[src/rtl/alu_pkg.sv]
// Shared definitions for the round-robin ALU scheduler: opcode encoding, the
// scheduler FSM states and the bit positions inside the response flag nibble.
package alu_pkg;

  typedef enum logic [3:0] {
    AluAdd = 4'd0,
    AluSub = 4'd1,
    AluAnd = 4'd2,
    AluOr  = 4'd3,
    AluXor = 4'd4,
    AluSll = 4'd5
  } alu_op_e;

  localparam logic [3:0] ALU_OP_LAST = 4'd5;

  typedef enum logic [1:0] {
    StIdle  = 2'd0,
    StIssue = 2'd1,
    StResp  = 2'd2
  } sched_state_e;

  // rsp_flags = {err, cout, ovf, zero}
  localparam int unsigned FlagZero = 0;
  localparam int unsigned FlagOvf  = 1;
  localparam int unsigned FlagCout = 2;
  localparam int unsigned FlagErr  = 3;

  function automatic logic op_is_legal(input logic [3:0] op);
    return (op <= ALU_OP_LAST);
  endfunction

endpackage

[src/rtl/alu_rr_scheduler_if.sv]
// Bundle of the scheduler's request, ALU and response signals.
//   slave  : the scheduler side (accepts requests, drives the ALU, returns responses)
//   master : the environment side (requesters, the ALU datapath, response consumer)
interface alu_rr_scheduler_if #(
  parameter int unsigned NUM_REQ = 4
);
  localparam int unsigned ID_W = $clog2(NUM_REQ);

  logic [NUM_REQ-1:0]    req_valid;
  logic [NUM_REQ-1:0]    req_ready;
  logic [NUM_REQ*32-1:0] req_a;
  logic [NUM_REQ*32-1:0] req_b;
  logic [NUM_REQ*4-1:0]  req_op;

  logic [31:0]           alu_a;
  logic [31:0]           alu_b;
  logic [3:0]            alu_opcode;
  logic [31:0]           alu_result;
  logic                  alu_zero;
  logic                  alu_ovf;
  logic                  alu_cout;

  logic                  rsp_valid;
  logic                  rsp_ready;
  logic [ID_W-1:0]       rsp_id;
  logic [31:0]           rsp_result;
  logic [3:0]            rsp_flags;

  modport slave (
    input  req_valid, req_a, req_b, req_op,
    input  alu_result, alu_zero, alu_ovf, alu_cout,
    input  rsp_ready,
    output req_ready,
    output alu_a, alu_b, alu_opcode,
    output rsp_valid, rsp_id, rsp_result, rsp_flags
  );

  modport master (
    output req_valid, req_a, req_b, req_op,
    output alu_result, alu_zero, alu_ovf, alu_cout,
    output rsp_ready,
    input  req_ready,
    input  alu_a, alu_b, alu_opcode,
    input  rsp_valid, rsp_id, rsp_result, rsp_flags
  );

endinterface

[src/rtl/rr_arbiter.sv]
// Combinational round-robin arbiter.
//   req      : request vector
//   ptr      : highest-priority index for this arbitration
//   grant    : one-hot grant (all-zero when no request)
//   grant_id : binary index of the granted requester
module rr_arbiter #(
  parameter int unsigned NUM_REQ = 4,
  localparam int unsigned ID_W = $clog2(NUM_REQ)
) (
  input  logic [NUM_REQ-1:0] req,
  input  logic [ID_W-1:0]    ptr,
  output logic [NUM_REQ-1:0] grant,
  output logic [ID_W-1:0]    grant_id
);

  int unsigned     idx;
  logic [ID_W-1:0] idx_w;
  logic            found;

  // Scan upward from ptr, wrapping at NUM_REQ-1; the first hit wins.
  always_comb begin
    grant    = '0;
    grant_id = '0;
    found    = 1'b0;
    idx      = 0;
    idx_w    = '0;
    for (int unsigned i = 0; i < NUM_REQ; i++) begin
      idx = 32'(ptr) + i;
      if (idx >= NUM_REQ) begin
        idx = idx - NUM_REQ;
      end
      idx_w = ID_W'(idx);
      if (!found && req[idx_w]) begin
        found        = 1'b1;
        grant[idx_w] = 1'b1;
        grant_id     = idx_w;
      end
    end
  end

endmodule

[src/rtl/alu_rr_scheduler.sv]
// Shares one combinational ALU between NUM_REQ requesters with round-robin
// arbitration. An accepted operation is issued from registered operands one cycle
// later; the result and flags are captured and returned tagged with the requester id.
//   clk    : rising-edge clock
//   rst_n  : asynchronous active-low reset
//   bus_io : request / ALU / response signals (slave side)
module alu_rr_scheduler
  import alu_pkg::*;
#(
  parameter int unsigned NUM_REQ = 4
) (
  input logic                 clk,
  input logic                 rst_n,
  alu_rr_scheduler_if.slave   bus_io
);

  localparam int unsigned ID_W = $clog2(NUM_REQ);

  sched_state_e        state_q, state_d;
  logic [ID_W-1:0]     rr_ptr_q, rr_ptr_d;
  logic [ID_W-1:0]     id_q, id_d;
  logic [31:0]         a_q, a_d;
  logic [31:0]         b_q, b_d;
  logic [3:0]          op_q, op_d;
  logic                err_q, err_d;
  logic [31:0]         result_q, result_d;
  logic [3:0]          flags_q, flags_d;

  logic [NUM_REQ-1:0]  grant;
  logic [ID_W-1:0]     grant_id;
  logic [31:0]         sel_a, sel_b;
  logic [3:0]          sel_op;
  logic                sel_legal;
  logic                accept;

  rr_arbiter #(
    .NUM_REQ (NUM_REQ)
  ) u_arb (
    .req      (bus_io.req_valid),
    .ptr      (rr_ptr_q),
    .grant    (grant),
    .grant_id (grant_id)
  );

  assign sel_a     = bus_io.req_a[{grant_id, 5'd0} +: 32];
  assign sel_b     = bus_io.req_b[{grant_id, 5'd0} +: 32];
  assign sel_op    = bus_io.req_op[{grant_id, 2'd0} +: 4];
  assign sel_legal = op_is_legal(sel_op);

  // rst_n gating keeps req_ready low while reset is held, since state_q reads IDLE then.
  assign bus_io.req_ready = (state_q == StIdle && rst_n) ? grant : '0;
  assign accept           = |(bus_io.req_valid & bus_io.req_ready);

  always_comb begin
    state_d  = state_q;
    rr_ptr_d = rr_ptr_q;
    id_d     = id_q;
    a_d      = a_q;
    b_d      = b_q;
    op_d     = op_q;
    err_d    = err_q;
    result_d = result_q;
    flags_d  = flags_q;
    case (state_q)
      StIdle: begin
        if (accept) begin
          // Illegal opcodes are squashed to ADD 0,0 so the ALU sees benign inputs.
          a_d      = sel_legal ? sel_a : '0;
          b_d      = sel_legal ? sel_b : '0;
          op_d     = sel_legal ? sel_op : '0;
          err_d    = ~sel_legal;
          id_d     = grant_id;
          rr_ptr_d = (grant_id == ID_W'(NUM_REQ - 1)) ? '0 : grant_id + ID_W'(1);
          state_d  = StIssue;
        end
      end
      StIssue: begin
        result_d           = err_q ? '0 : bus_io.alu_result;
        flags_d            = '0;
        flags_d[FlagErr]   = err_q;
        flags_d[FlagCout]  = ~err_q & bus_io.alu_cout;
        flags_d[FlagOvf]   = ~err_q & bus_io.alu_ovf;
        flags_d[FlagZero]  = ~err_q & bus_io.alu_zero;
        state_d            = StResp;
      end
      StResp: begin
        if (bus_io.rsp_ready) begin
          state_d = StIdle;
        end
      end
      default: state_d = StIdle;
    endcase
  end

  always_ff @(posedge clk or negedge rst_n) begin
    if (!rst_n) begin
      state_q  <= StIdle;
      rr_ptr_q <= '0;
      id_q     <= '0;
      a_q      <= '0;
      b_q      <= '0;
      op_q     <= '0;
      err_q    <= 1'b0;
      result_q <= '0;
      flags_q  <= '0;
    end else begin
      state_q  <= state_d;
      rr_ptr_q <= rr_ptr_d;
      id_q     <= id_d;
      a_q      <= a_d;
      b_q      <= b_d;
      op_q     <= op_d;
      err_q    <= err_d;
      result_q <= result_d;
      flags_q  <= flags_d;
    end
  end

  // ALU inputs come straight from the operand registers, so they hold between operations.
  assign bus_io.alu_a      = a_q;
  assign bus_io.alu_b      = b_q;
  assign bus_io.alu_opcode = op_q;

  assign bus_io.rsp_valid  = (state_q == StResp);
  assign bus_io.rsp_id     = id_q;
  assign bus_io.rsp_result = result_q;
  assign bus_io.rsp_flags  = flags_q;

endmodule

[src/flat_wrapper.sv]
// flat-port wrapper written by rule: the top's interface ports become plain ports
module alu_rr_scheduler_flat import alu_pkg::*;
#(
  parameter int unsigned NUM_REQ = 4
)
  (clk, rst_n, bus_io_req_valid, bus_io_req_a, bus_io_req_b, bus_io_req_op, bus_io_alu_result, bus_io_alu_zero, bus_io_alu_ovf, bus_io_alu_cout, bus_io_rsp_ready, bus_io_req_ready, bus_io_alu_a, bus_io_alu_b, bus_io_alu_opcode, bus_io_rsp_valid, bus_io_rsp_id, bus_io_rsp_result, bus_io_rsp_flags);
  alu_rr_scheduler_if #(.NUM_REQ(NUM_REQ)) bus_io_i ();
  input logic clk;
  input logic rst_n;
  input wire logic [$bits(bus_io_i.req_valid)-1:0] bus_io_req_valid;
  input wire logic [$bits(bus_io_i.req_a)-1:0] bus_io_req_a;
  input wire logic [$bits(bus_io_i.req_b)-1:0] bus_io_req_b;
  input wire logic [$bits(bus_io_i.req_op)-1:0] bus_io_req_op;
  input wire logic [$bits(bus_io_i.alu_result)-1:0] bus_io_alu_result;
  input wire logic [$bits(bus_io_i.alu_zero)-1:0] bus_io_alu_zero;
  input wire logic [$bits(bus_io_i.alu_ovf)-1:0] bus_io_alu_ovf;
  input wire logic [$bits(bus_io_i.alu_cout)-1:0] bus_io_alu_cout;
  input wire logic [$bits(bus_io_i.rsp_ready)-1:0] bus_io_rsp_ready;
  output wire logic [$bits(bus_io_i.req_ready)-1:0] bus_io_req_ready;
  output wire logic [$bits(bus_io_i.alu_a)-1:0] bus_io_alu_a;
  output wire logic [$bits(bus_io_i.alu_b)-1:0] bus_io_alu_b;
  output wire logic [$bits(bus_io_i.alu_opcode)-1:0] bus_io_alu_opcode;
  output wire logic [$bits(bus_io_i.rsp_valid)-1:0] bus_io_rsp_valid;
  output wire logic [$bits(bus_io_i.rsp_id)-1:0] bus_io_rsp_id;
  output wire logic [$bits(bus_io_i.rsp_result)-1:0] bus_io_rsp_result;
  output wire logic [$bits(bus_io_i.rsp_flags)-1:0] bus_io_rsp_flags;
  assign bus_io_i.req_valid = bus_io_req_valid;
  assign bus_io_i.req_a = bus_io_req_a;
  assign bus_io_i.req_b = bus_io_req_b;
  assign bus_io_i.req_op = bus_io_req_op;
  assign bus_io_i.alu_result = bus_io_alu_result;
  assign bus_io_i.alu_zero = bus_io_alu_zero;
  assign bus_io_i.alu_ovf = bus_io_alu_ovf;
  assign bus_io_i.alu_cout = bus_io_alu_cout;
  assign bus_io_i.rsp_ready = bus_io_rsp_ready;
  assign bus_io_req_ready = bus_io_i.req_ready;
  assign bus_io_alu_a = bus_io_i.alu_a;
  assign bus_io_alu_b = bus_io_i.alu_b;
  assign bus_io_alu_opcode = bus_io_i.alu_opcode;
  assign bus_io_rsp_valid = bus_io_i.rsp_valid;
  assign bus_io_rsp_id = bus_io_i.rsp_id;
  assign bus_io_rsp_result = bus_io_i.rsp_result;
  assign bus_io_rsp_flags = bus_io_i.rsp_flags;
  alu_rr_scheduler #(.NUM_REQ(NUM_REQ)) u_core (.clk(clk), .rst_n(rst_n), .bus_io(bus_io_i));
endmodule
[config.mk]
export PLATFORM = sky130hd
export DESIGN_NAME = alu_rr_scheduler_flat
export DESIGN_NICKNAME = d
export VERILOG_FILES = /design/src/rtl/alu_pkg.sv /design/src/rtl/alu_rr_scheduler_if.sv /design/src/rtl/rr_arbiter.sv /design/src/rtl/alu_rr_scheduler.sv /design/src/flat_wrapper.sv
export SDC_FILE = /design/constraint.sdc
export NUM_CORES = 1
export LEC_CHECK = 0
export ABC_AREA = 1
export CAP_MARGIN = 20
export CORE_AREA = 2 2 166 168
export DETAILED_ROUTE_END_ITERATION = 12
export DIE_AREA = 0 0 168 170
export PLACE_DENSITY_LB_ADDON = 0.08
export REMOVE_ABC_BUFFERS = 1
export SLEW_MARGIN = 40
export SYNTH_ARGS = -nofsm -noshare
export SYNTH_HDL_FRONTEND = slang
export SYNTH_SLANG_ARGS = --single-unit
[constraint.sdc]
create_clock -name clk -period 2.88 [get_ports clk]
set_input_delay 0.288 -clock clk [delete_from_list [all_inputs] [get_ports clk]]
set_output_delay 0.288 -clock clk [all_outputs]
set_load 0.01 [all_outputs]
==> reports/qor.txt <==
Netlist cell types: 31
P&R area growth vs syn: 72.2%
Max cap viols: 0
Outcome: finished, final reports clean
Cell area after layout: 12100 um^2
Placed Area: 11800 um^2
Primary FF master, synth: dfrtp_1
Rel. slew slack: 56.9%
Sequential share of the synthesized area: 39.4%
Req. time, crit path: 2.59 ns
Yosys reg bits: 111
P per Cell Area: 1310 nW/um^2
CTS buffer count: 9
Slowest CP cell: clkdlybuf4s50_1
Final Util: 45.6%
CTS tree: built
Pre-antenna DRT Iters: 5
Final setup vio count: 0
Routing usage on met3: 8.16%
Starting Density: 26.5%
Worst-path cell chain: inv_6 > ha_4 > inv_1 > nand3_1 > nand2_2 > nor2_4 > nand4_1 > nand3_1 > nand2_1 > inv_1 > clkdlybuf4s50_1
Rows: 60
Busiest grt layer: met2
Top post-synthesis cells by area: dfrtp_1 39%, nand2_1 13%, o211ai_1 6.9%
Initial DRC count: 433
Worst R2R Path Depth: 16
Die W: 168 um
Pleak: 5.51 nW
Fin nets: 1684
Vias: 8028
EDFF count, synth: 0
Core area: 26700 um^2
Fraction of layout instances using a drive strength above 1: 6.73%
Post-Syn Area: 7050 um^2
Yosys top cell area share: 39.4%
R2R Setup Slk: 0.18 ns
Worst Clk Skew: 0.00660 ns
Worst R2R End: u_core.bus_io.alu_b[4]
Sink Count: 111
Worst r2r src: u_core.rr_ptr_q[0]
Leading area contributor after synthesis: dfrtp_1
Hold crit path type: primary input to async pin
Tot GR Track Use: 20.7%
Routing usage on met1: 23.5%
RSZ-0062 raised after global routing: no
Pwr Total: 15.9 mW
Clk slew on worst S/H paths: 0.08 ns
Detail Route Antenna Nets: 0
DRT Wirelength: 31.0 mm
Die height: 170 um
Met2 Resource Use GR: 36.5%
Worst-margin pin slew: 0.647 ns
Hold Buf Count CTS: 0
Vias/cell: 4.68
Crit path DAT: 2.42 ns
Crit-path max FO: 5
Yosys Warn Count: 0
Startpoint types: flip-flop
Peak Freq: 369 MHz
Setup TNS Final: 0 ns
Largest net degree at the start of global routing: 69
Final period util: 94.1%
Most frequently used cell type in the post-synthesis netlist: nand2_1
Period minus WS final: 2.71 ns
GPL Wtd Cong: 0.820
CP Capture Type: primary output
Max-slew violation total from the final report: 0
Synth cell count leaders: 238 x nand2_1, 111 x dfrtp_1, 95 x nand3_1, 91 x o21ai_0, 82 x inv_1
First-pass GRT wire length: 45.7 mm
Clock Latency Late Sink: 0.35 ns
Mapped Avg Cell Area: 7.35 um^2
Top delay family on crit path: buffers and inverters
DP Wirelength: 23.3 mm
Remaining Overflow, GRT: 0
Per-cell routed wire length: 18.1 um
Max IR drop VDD: 965 uV
Fill cell count: 2692
Initial antenna violation count: 6
CP Buf/Inv Count: 4
Root Buffer: clkbuf_16
I/O Buffers: 424
Final Hold Viols: 0
DRC viols: 0
CTS HTree Levels: 3
Ys async rst share: 100%
IO Pins: 425
Max incr delay on CP: 0.53 ns
CTS Buffer Depth: 2
Cells after Synth: 959
Setup Crit Path Kind: flip-flop to primary output
Vias in the first global route: 7798
Full die area: 28600 um^2
final cells by class:
class / instances / area (um^2) / area share, %
clock inverters: 7 / 56.3 / 0.464
diodes: 5 / 12.5 / 0.103
flip-flops and latches: 111 / 2780 / 22.9
repair buffers: 465 / 4730 / 39.0
inverters: 90 / 343 / 2.82
well taps: 341 / 427 / 3.51
clock buffers: 9 / 225 / 1.85
multi-input cells: 686 / 3570 / 29.4
through the flow:
stage / hold WS (ns) / worst slack [ns] / instances
CTS: 0.0843 / 0.0330 / 1706
finish: 0.0589 / 0.169 / 1714
global placement: 0.461 / 0.0907 / 1688
detailed placement: 0.464 / 0.0837 / 1688
floorplan: -0.00759 / -0.998 / 886
global route: 0.103 / 0.000537 / 1711
sequential cells by signal, indices dropped and copies added, names as in the netlist:
signal / flops
u_core.bus_io.alu_opcode: 4
u_core.state_q: 2
u_core.bus_io.rsp_id: 2
u_core.err_q: 1
u_core.bus_io.rsp_result: 32
u_core.bus_io.rsp_flags: 4
u_core.bus_io.alu_b: 32
u_core.rr_ptr_q: 2
u_core.bus_io.alu_a: 32
how the worst max path moves through the flow:
stage / slack [ns] / end / from / cells past startpoint
global route: 0.0005 / u_core.bus_io.alu_b[4] / u_core.rr_ptr_q[0] / 15
finish: 0.17 / bus_io_req_ready[3] / u_core.rr_ptr_q[0] / 11
global placement: 0.09 / u_core.bus_io.alu_a[14] / bus_io_req_valid[2] / 16
floorplan: -1.0 / u_core.bus_io.alu_opcode[0] / u_core.rr_ptr_q[0] / 13
detailed placement: 0.08 / u_core.bus_io.alu_a[14] / bus_io_req_valid[3] / 16
CTS: 0.03 / bus_io_req_ready[1] / u_core.rr_ptr_q[0] / 11
power breakdown:
group / total, mW / internal (mW) / switching [mW]
Clock: 1.24 / 0.602 / 0.642
Sequential: 2.43 / 2.13 / 0.296
Combinational: 12.2 / 4.96 / 7.29
metal layers:
layer	up-vias	part of all wire (%)	wire, um
li1	4015	-	-
met1	3667	39	12200
met2	313	49	15300
met3	31	9.5	2940
met4	2	1.9	586
met5	-	0.042	13
repair_timing:
action	in CTS	in global routing
resized for setup	3	7
setup buffers	1	2
endpoints found under the setup margin	4	71
gates cloned	1	1
pin swaps	1	2
kinds of logic (layout without fill, tap and decap cells):
family | after synthesis | after routing | synth area share, %
buf+inv | 163 | 571 | 10.7
fa+ha+maj | 7 | 7 | 1.24
simple gates | 431 | 432 | 26.7
other cells | 0 | 5 | 0
compound gates | 246 | 246 | 21.9
xor+xnor | 1 | 1 | 0.124
flops | 111 | 111 | 39.4
cells in the final DEF, fill, tap and decap left out, types with 2 or more instances in the layout:
| master | instances |
|---|---|
| clkdlybuf4s50_1 | 421 |
| nand2_1 | 236 |
| dfrtp_1 | 111 |
| nand3_1 | 95 |
| o21ai_0 | 89 |
| inv_1 | 82 |
| nor2_1 | 72 |
| o211ai_1 | 65 |
| o21ai_1 | 47 |
| a22o_1 | 35 |
| buf_4 | 28 |
| buf_12 | 11 |
| clkbuf_16 | 10 |
| inv_2 | 7 |
| nand2_2 | 7 |
| ha_1 | 6 |
| diode_2 | 5 |
| nand2_4 | 4 |
| nand4_1 | 4 |
| nor2_4 | 4 |
| a21boi_0 | 4 |
| a21oi_1 | 4 |
| inv_6 | 3 |
| nand3_2 | 3 |
| clkinv_2 | 2 |
| clkinv_4 | 2 |
| dlymetal6s2s_1 | 2 |
Power figures use the tool's default switching activity.
